==> src/rtl/lsu_ctrl_pkg.sv <==
// Shared RV32I load/store encodings, FSM state type and access decode helpers.
// Pure declarations; no timing. Imported by every lsu_ctrl file.
// No flow control of its own.
package lsu_ctrl_pkg;

    localparam logic [2:0] F3_LB  = 3'b000;
    localparam logic [2:0] F3_LH  = 3'b001;
    localparam logic [2:0] F3_LW  = 3'b010;
    localparam logic [2:0] F3_LBU = 3'b100;
    localparam logic [2:0] F3_LHU = 3'b101;

    typedef enum logic {
        S_IDLE = 1'b0,
        S_WAIT = 1'b1
    } lsu_state_e;

    // Load context carried across the read-latency cycle.
    typedef struct packed {
        logic [2:0] funct3;
        logic [4:0] rd;
    } ld_pend_t;

    function automatic logic [2:0] access_size(input logic [2:0] f3);
        case (f3[1:0])
            2'b00:   return 3'd1;
            2'b01:   return 3'd2;
            default: return 3'd4;
        endcase
    endfunction

    function automatic logic f3_legal(input logic we, input logic [2:0] f3);
        if (we)
            return (f3 == F3_LB) || (f3 == F3_LH) || (f3 == F3_LW);
        else
            return (f3 == F3_LB) || (f3 == F3_LH) || (f3 == F3_LW) ||
                   (f3 == F3_LBU) || (f3 == F3_LHU);
    endfunction

endpackage

==> src/rtl/lsu_load_ext.sv <==
// Sign/zero extension of raw load data according to funct3.
// Combinational, zero latency.
// No backpressure.
module lsu_load_ext
    import lsu_ctrl_pkg::*;
(
    input  logic [2:0]  funct3,
    input  logic [31:0] raw,
    output logic [31:0] ext
);

    always_comb begin
        ext = raw;
        case (funct3)
            F3_LB:   ext = {{24{raw[7]}}, raw[7:0]};
            F3_LH:   ext = {{16{raw[15]}}, raw[15:0]};
            F3_LBU:  ext = {24'b0, raw[7:0]};
            F3_LHU:  ext = {16'b0, raw[15:0]};
            default: ext = raw;
        endcase
    end

endmodule

==> src/rtl/lsu_ctrl.sv <==
// Load/store unit: decodes and checks MEM-stage accesses and drives Data_mem.
// Stores take 1 cycle; loads write back 2 edges after issue; faults pulse 1 edge after.
// Stalls upstream (stall_o) for the single read-latency cycle of every load.
module lsu_ctrl
    import lsu_ctrl_pkg::*;
#(
    parameter int MEM_BYTES   = 256,
    parameter bit ALIGN_CHECK = 1'b1
) (
    input  logic        clk,
    input  logic        rst_n,
    input  logic        req_valid,
    input  logic        req_we,
    input  logic [2:0]  req_funct3,
    input  logic [31:0] req_addr,
    input  logic [31:0] req_wdata,
    input  logic [4:0]  req_rd,
    output logic        stall_o,
    output logic        wb_valid_o,
    output logic [4:0]  wb_rd_o,
    output logic [31:0] wb_data_o,
    output logic        fault_o,
    output logic        fault_store_o,
    output logic [31:0] fault_addr_o,
    output logic [31:0] dm_addr,
    output logic        dm_mem_write,
    output logic        dm_mem_read,
    output logic        dm_half,
    output logic        dm_byte,
    output logic [31:0] dm_wdata,
    input  logic [31:0] dm_rdata
);

    lsu_state_e state, state_nxt;
    ld_pend_t   pend;
    logic [2:0] size;
    logic       in_range;
    logic       aligned;
    logic       legal;
    logic       accept;
    logic       bad;
    logic [31:0] ext_data;

    always_comb begin
        size     = access_size(req_funct3);
        // 33-bit sum so addresses near 2^32 cannot wrap into range.
        in_range = ({1'b0, req_addr} + {30'b0, size}) <= 33'(MEM_BYTES);
        case (size)
            3'd2:    aligned = ~req_addr[0];
            3'd4:    aligned = (req_addr[1:0] == 2'b00);
            default: aligned = 1'b1;
        endcase
        legal  = f3_legal(req_we, req_funct3) && in_range && (aligned || !ALIGN_CHECK);
        accept = (state == S_IDLE) && req_valid && legal;
        bad    = (state == S_IDLE) && req_valid && !legal;
    end

    assign dm_addr      = req_addr;
    assign dm_wdata     = req_wdata;
    assign dm_mem_write = accept && req_we;
    assign dm_mem_read  = accept && !req_we;
    assign dm_half      = accept && (size == 3'd2);
    assign dm_byte      = accept && (size == 3'd1);
    assign stall_o      = (state == S_WAIT);

    always_comb begin
        state_nxt = state;
        case (state)
            S_IDLE:  if (accept && !req_we) state_nxt = S_WAIT;
            S_WAIT:  state_nxt = S_IDLE;
            default: state_nxt = S_IDLE;
        endcase
    end

    lsu_load_ext u_ext (
        .funct3 (pend.funct3),
        .raw    (dm_rdata),
        .ext    (ext_data)
    );

    always_ff @(posedge clk or negedge rst_n) begin
        if (!rst_n) begin
            state         <= S_IDLE;
            pend          <= '0;
            wb_valid_o    <= 1'b0;
            wb_rd_o       <= 5'd0;
            wb_data_o     <= 32'd0;
            fault_o       <= 1'b0;
            fault_store_o <= 1'b0;
            fault_addr_o  <= 32'd0;
        end else begin
            state      <= state_nxt;
            wb_valid_o <= (state == S_WAIT);
            fault_o    <= bad;
            if (accept && !req_we) begin
                pend.funct3 <= req_funct3;
                pend.rd     <= req_rd;
            end
            if (state == S_WAIT) begin
                wb_data_o <= ext_data;
                wb_rd_o   <= pend.rd;
            end
            if (bad) begin
                fault_addr_o  <= req_addr;
                fault_store_o <= req_we;
            end
        end
    end

endmodule

==> config.mk <==
export PLATFORM = sky130hd
export DESIGN_NAME = lsu_ctrl
export DESIGN_NICKNAME = d
export VERILOG_FILES = /design/src/rtl/lsu_ctrl_pkg.sv /design/src/rtl/lsu_load_ext.sv /design/src/rtl/lsu_ctrl.sv
export SDC_FILE = /design/constraint.sdc
export NUM_CORES = 1
export LEC_CHECK = 0
export CAP_MARGIN = 15
export CORE_AREA = 2 2 111 113
export CTS_CLUSTER_SIZE = 14
export DETAILED_ROUTE_END_ITERATION = 7
export DIE_AREA = 0 0 113 115
export MAX_ROUTING_LAYER = met4
export PLACE_DENSITY = 0.87
export SLEW_MARGIN = 5
export SYNTH_ARGS = -nofsm -noshare
export SYNTH_HDL_FRONTEND = slang
export SYNTH_SLANG_ARGS = --single-unit
==> constraint.sdc <==
create_clock -name clk -period 4.2 [get_ports clk]
set_input_delay 0.84 -clock clk [delete_from_list [all_inputs] [get_ports clk]]
set_output_delay 0.84 -clock clk [all_outputs]
set_load 0.005 [all_outputs]
==> impl_metrics.env, run 1 <==
export IMPL_worstSetupEndpointType="output pin"
export IMPL_postSynthAreaPerCell_sq_um=10.8
export IMPL_syn2layout_area_growth_pct=51.7
export IMPL_io_buffers=184
export IMPL_worstSkewPairLatency_ns=0.34
export IMPL_fp_dieW_microns=113
export IMPL_io_pins=249
export IMPL_ir_worst_vdd_uv=150
export IMPL_crit_fanout=6
export IMPL_coreArea_sq_um=11800
export IMPL_cp_cell_sequence="buf_8, nor2_4, ha_4, fa_2, a21o_1, nand4_4, buf_6, buf_6, nor3_4, mux2_4, a41o_1, and3_4, buf_6, and4_1, buf_2"
export IMPL_crit_required_ns=3.36
export IMPL_die_area_sq_um=13000
export IMPL_finalClockSkew_ns=0.0122
export IMPL_layout_drive_gt1_share=0.272
export IMPL_antenna_found_initial=0
export IMPL_fin_crit_ns=4.35
export IMPL_status="complete, but fails checks"
export IMPL_setup_violations=4
export IMPL_synth_area_leader_cell="dfrtp_1"
export IMPL_p_leak_nw=3.06
export IMPL_synth_seq_area_share=0.440
export IMPL_ys_flop_type="dfrtp_1"
export IMPL_yosysUniqueCellTypes=52
export IMPL_synth_most_common_cell="dfrtp_1"
export IMPL_syn_nets=538
export IMPL_synth_area_leaders="dfrtp_1, buf_4, mux2_4"
export IMPL_layout_worst_path_cycle_share=1.04
export IMPL_worstMarginPinSlew_ns=1.01
export IMPL_max_stage_delay_ns=0.32
export IMPL_antenna_left=0
export IMPL_cts_htree_levels=3
export IMPL_start_kind="input pin"
export IMPL_pwr_share_clk=0.381
export IMPL_critical_path_top_delay_family="simple AND/OR/NAND/NOR gates"
export IMPL_synthArstFlopShare=1.00
export IMPL_drt_iter0_drc=265
export IMPL_wl_per_cell_microns=18.2
export IMPL_hold_slack_ns=0.489
export IMPL_grt_start_max_net_pins=82
export IMPL_hold_viol=0
export IMPL_violations="DRC, setup timing"
export IMPL_syn_inst=426
export IMPL_cts_buffer_depth=2
export IMPL_cts_made_buffers=9
export IMPL_fin_util=0.592
export IMPL_rsz0062_at_grt="yes"
export IMPL_switchingPower_uw=496
export IMPL_cts_root_buf="clkbuf_16"
export IMPL_ys_warn_count=0
export IMPL_p_int_mw=1.48
export IMPL_place_ws_ns=-1.03
export IMPL_clkSinkCount=81
export IMPL_critPathKind="input pin to output pin"
export IMPL_fp_row_count=40
export IMPL_diodes=0
export IMPL_grt_total_usage=0.212
export IMPL_crit_top_cell="buf_6"
export IMPL_vias_per_cell=5.28
export IMPL_fp_dieH_microns=115
export IMPL_slew_viol_final=0
export IMPL_remaining_drc_errors=20
export IMPL_floorplan_initialDensity=0.390
export IMPL_final_area_sq_um=7000
export IMPL_synthTopCellsByCount="dfrtp_1, buf_4, nor2_1"
export IMPL_fillers=923
export IMPL_routabilityCongestion=0.885
export IMPL_crit_arrival_ns=3.51
export IMPL_pwr_density_cell_nw_per_um2=282
export IMPL_syn_area_sq_um=4610
export IMPL_synth_edf_count=0
export IMPL_postCtsHoldBufs=0
export IMPL_clk_pin_slew_ns=0.06
export IMPL_worst_path_max_delay_cell="mux2_4"
export IMPL_dr_pass1_iters=7
export IMPL_vias=4027
export IMPL_synthDominantCellAreaShare=0.440
export IMPL_grt_overflow_total=0
export IMPL_seq_power_share=0.422
export IMPL_drt_wl_total_microns=13900
export IMPL_total_power_mw=1.98
export IMPL_cts_tree="yes"
export IMPL_dpl_cell_area_sq_um=6440
export IMPL_fmax_mhz=230
export IMPL_grt_pass1_vias=4317
export IMPL_hold_path_class="register to register"
export IMPL_regToRegSetupSlack_ns=2.28
export IMPL_synth_seq_cells=81
export IMPL_slew_headroom=0.326
export IMPL_max_cap_violations=0
export IMPL_hpwl_microns=10100
export IMPL_combPwrFrac=0.197
export IMPL_grt_pass1_wl_microns=21300
export IMPL_fin_nets=722
export IMPL_critPathBufInv=5
export IMPL_worst_slack_ns=-0.154
export IMPL_swShare=0.251
-- worst register-to-register path: cells and delay by family, from the launching register on --
family	cells	cell delay [ns]
flip-flops	1	0.88
AO/OA/AOI/OAI	2	0.87
-- final timing paths --
kind,start,endpoint,cells past startpoint
min in group asynchronous,rst_n,fault_addr_o[5]$_DFFE_PN0P_,1
max in group asynchronous,rst_n,wb_data_o[27]$_DFFE_PN0P_,1
worst max-delay path,req_funct3[1],dm_mem_read,15
worst max register to register,pend[6]$_DFFE_PN0P_,wb_data_o[17]$_DFFE_PN0P_,2
worst min-delay path,pend[2]$_DFFE_PN0P_,pend[2]$_DFFE_PN0P_,1
worst min register to register,pend[2]$_DFFE_PN0P_,pend[2]$_DFFE_PN0P_,1
-- metrics by stage --
| stage | cells | setup TNS (ns) |
|---|---|---|
| final | 762 | -0.501 |
| after global routing | 762 | -0.993 |
| after CTS | 759 | -0.0942 |
| after detailed placement | 730 | -13.61 |
| after global placement | 730 | -11.53 |
| after floorplan | 426 | 0 |
-- layout make-up --
class                      instances  area [sq um]  area share
timing repair buffer             256          2400       0.343
multi-input combinational        258          2080       0.298
sequential                        81          2030       0.290
clock buffer                      10           239      0.0342
tap                              147           184      0.0263
clock inverter                     6          47.5     0.00680
inverter                           4          15.0     0.00215
-- registers in the layout (all words and copies together), names as in the netlist --
signal         flops
fault_addr_o      32
stall_o            1
pend               8
wb_data_o         32
fault_o            1
fault_store_o      1
wb_valid_o         1
wb_rd_o            5
-- logic make-up after synthesis --
| group | share of synthesized area |
|---|---|
| simple gates | 0.143 |
| buf+inv | 0.138 |
| mux | 0.162 |
| xor+xnor | 0.0209 |
| fa+ha+maj | 0.0125 |
| compound gates | 0.0830 |
| flops | 0.440 |
-- metal layers --
layer  share of wire  global-route usage  up-vias
li1                -                   -     1817
met1            0.38               0.236     1939
met2            0.51               0.367      225
met3           0.081              0.0411       46
met4           0.031               0.105        0
met5               0                   -        -
-- cells in the final DEF (no fill, tap or decap), types with 5 or more instances in the layout --
| cell | synthesis | routed |
|---|---|---|
| clkdlybuf4s50_1 | 0 | 172 |
| dfrtp_1 | 81 | 81 |
| buf_4 | 66 | 65 |
| nor2_1 | 34 | 32 |
| mux2_4 | 29 | 30 |
| nand2_1 | 29 | 29 |
| a21oi_1 | 21 | 20 |
| mux2_2 | 18 | 17 |
| o21ai_0 | 14 | 13 |
| nand3_1 | 10 | 9 |
| nor3_1 | 10 | 9 |
| a31oi_1 | 9 | 9 |
| clkbuf_16 | 0 | 9 |
| mux2_1 | 8 | 8 |
| buf_6 | 2 | 8 |
| and3_1 | 9 | 7 |
| xnor2_1 | 6 | 6 |
| and4_1 | 6 | 5 |
| xor2_1 | 5 | 5 |
-- what timing repair did --
item	in CTS	in global routing
resized for setup	62	9
buffers inserted	13	5
pin swaps	19	7
endpoints found under the setup margin	4	4
-- power groups by stage --
stage	clock, mW	combinational, mW	sequential [mW]
detailed placement	0	0.370	0.846
floorplan	0	0.155	0.846
CTS	0.767	0.385	0.833
global placement	0	0.359	0.845
finish	0.754	0.389	0.833
global route	0.807	0.414	0.836
Power figures use the tool's default switching activity.
==> run 2: changes to the inputs <==
--- a/config.mk
+++ b/config.mk
@@ -11,7 +11,8 @@
 export DETAILED_ROUTE_END_ITERATION = 7
 export DIE_AREA = 0 0 113 115
 export MAX_ROUTING_LAYER = met4
-export PLACE_DENSITY = 0.87
+export PLACE_DENSITY = 0.9
+export RECOVER_POWER = 25
 export SLEW_MARGIN = 5
 export SYNTH_ARGS = -nofsm -noshare
 export SYNTH_HDL_FRONTEND = slang
==> impl_metrics.env, run 2 (synthesized netlist as in run 1, its figures left out) <==
export IMPL_crit_fanout=6
export IMPL_hold_path_class="register to register"
export IMPL_slew_headroom=-0.331
export IMPL_mostFrequentLayoutCells="clkdlybuf4s50_1, dfrtp_1, buf_4, nor2_1, mux2_4"
export IMPL_cts_made_buffers=9
export IMPL_worst_slack_ns=0.0132
export IMPL_fin_nets=708
export IMPL_seqCellArea_sq_um=2030
export IMPL_grt_overflow_total=0
export IMPL_switchingPower_uw=466
export IMPL_drt_wl_total_microns=13200
export IMPL_max_stage_delay_ns=0.44
export IMPL_pwr_share_clk=0.403
export IMPL_grt_total_usage=0.201
export IMPL_io_buffers=184
export IMPL_fp_row_count=40
export IMPL_syn2layout_area_growth_pct=51.0
export IMPL_cts_htree_levels=3
export IMPL_antenna_found_initial=0
export IMPL_multi_input_area_sq_um=2130
export IMPL_critical_path_top_delay_family="simple AND/OR/NAND/NOR gates"
export IMPL_drt_iter0_drc=247
export IMPL_die_area_sq_um=13000
export IMPL_worstSetupEndpointType="output pin"
export IMPL_dr_pass1_iters=8
export IMPL_coreArea_sq_um=11800
export IMPL_p_int_mw=1.57
export IMPL_place_ws_ns=-0.994
export IMPL_fin_crit_ns=4.19
export IMPL_p_leak_nw=3.03
export IMPL_slew_viol_final=82
export IMPL_worstMarginPinSlew_ns=2.00
export IMPL_seq_power_share=0.409
export IMPL_vias_per_cell=5.25
export IMPL_grt_pass1_vias=3938
export IMPL_fmax_mhz=239
export IMPL_routabilityCongestion=0.847
export IMPL_antenna_left=0
export IMPL_max_cap_violations=1
export IMPL_setup_violations=0
export IMPL_grt_pass1_wl_microns=20000
export IMPL_fin_util=0.589
export IMPL_fp_dieH_microns=115
export IMPL_start_kind="input pin"
export IMPL_layout_worst_path_cycle_share=0.997
export IMPL_rsz0062_at_grt="yes"
export IMPL_ir_worst_vdd_uv=191
export IMPL_remaining_drc_errors=19
export IMPL_finalClockSkew_ns=0.0101
export IMPL_cp_cell_sequence="buf_8, buf_4, nor2b_4, fa_2, a21o_1, nand4_4, nor4_1, xor2_1, nor3_1, and3_4, nand3_4, nor3b_2, buf_2"
export IMPL_status="complete, but fails checks"
export IMPL_hpwl_microns=9760
export IMPL_violations="DRC, capacitance limit, slew limit"
export IMPL_floorplan_initialDensity=0.390
export IMPL_critPathKind="input pin to output pin"
export IMPL_cts_tree="yes"
export IMPL_layout_drive_gt1_share=0.269
export IMPL_hold_viol=0
export IMPL_io_pins=249
export IMPL_combPwrFrac=0.188
export IMPL_vias=3920
export IMPL_reg_top3="fault_addr_o: 32 flops, wb_data_o: 32 flops, pend: 8 flops"
export IMPL_crit_required_ns=3.36
export IMPL_pwr_density_cell_nw_per_um2=293
export IMPL_grt_start_max_net_pins=82
export IMPL_swShare=0.229
export IMPL_critPathBufInv=3
export IMPL_diodes=0
export IMPL_crit_arrival_ns=3.35
export IMPL_cts_buffer_depth=2
export IMPL_fillers=939
export IMPL_worst_path_max_delay_cell="nor4_1"
export IMPL_clkSinkCount=81
export IMPL_clk_pin_slew_ns=0.06
export IMPL_fp_dieW_microns=113
export IMPL_final_common_cell="clkdlybuf4s50_1"
export IMPL_cts_root_buf="clkbuf_16"
export IMPL_wl_per_cell_microns=17.7
export IMPL_worstSkewPairLatency_ns=0.33
==> run 2: changes by cell type in the layout (fill, tap and decap cells not counted), moves of 3 or more <==
cell             delta
clkdlybuf4s50_1     -3
buf_4              -11
and3_4              +3
buf_6               -3
dlymetal6s2s_1      +4
dlygate4sd2_1       -3
==> run 2: worst paths after layout <==
kind | startpoint | to | slack, ns | cells past startpoint
worst max-delay path | req_funct3[1] | dm_half | 0.01 | 13
worst min-delay path | pend[0]$_DFFE_PN0P_ | pend[0]$_DFFE_PN0P_ | 0.49 | 1
worst max register to register | pend[6]$_DFFE_PN0P_ | wb_data_o[14]$_DFFE_PN0P_ | 2.33 | 2
worst min register to register | pend[0]$_DFFE_PN0P_ | pend[0]$_DFFE_PN0P_ | 0.49 | 1
max in group asynchronous | rst_n | wb_rd_o[4]$_DFFE_PN0P_ | 1.95 | 1
min in group asynchronous | rst_n | wb_data_o[23]$_DFFE_PN0P_ | 1.09 | 1
==> run 2: worst reg2reg max path: cells and delay by family, from the launching register on <==
kind	cells	cell delay (ns)
flops	1	0.67
simple gates	1	0.87
compound gates	1	0.24
==> run 2: area by class of cell <==
| class | instances | area share |
|---|---|---|
| tap | 147 | 0.0264 |
| multi-input combinational | 258 | 0.306 |
| timing repair buffer | 242 | 0.330 |
| clock inverter | 5 | 0.0117 |
| inverter | 4 | 0.00216 |
| sequential | 81 | 0.291 |
| clock buffer | 9 | 0.0324 |
==> run 2: power groups by stage <==
stage               Clock (mW)  Sequential (mW)  Combinational [mW]
detailed placement           0            0.845               0.366
global route             0.885            0.836               0.410
global placement             0            0.844               0.358
finish                   0.820            0.833               0.384
floorplan                    0            0.846               0.155
CTS                      0.840            0.833               0.378
==> run 2: stage by stage <==
step                      hold slack [ns]  power, mW  cells  area [sq um]  setup TNS [ns]
final                               0.494       2.04    746          6960               0
after global routing                0.513       2.13    746          6960          -0.172
after CTS                           0.494       2.05    746          6880               0
after detailed placement            0.480       1.21    727          6420           -9.96
after global placement              0.462       1.20    727          6420           -4.51
after floorplan                     0.394       1.00    426          4610               0
==> run 2: what timing repair did <==
item | in CTS | in global routing
pin swaps | 22 | 21
setup endpoints to repair | 4 | 4
hold buffers | 0 | 0
gates resized for setup | 58 | 30
buffers inserted | 5 | 0
cloned | 0 | 0
==> run 2: per-layer routing <==
layer,up-vias,track usage,share of wire
met1,1874,0.233,0.40
li1,1777,-,-
met5,-,-,0
met3,24,0.0496,0.085
met4,0,0.0707,0.019
met2,245,0.342,0.50
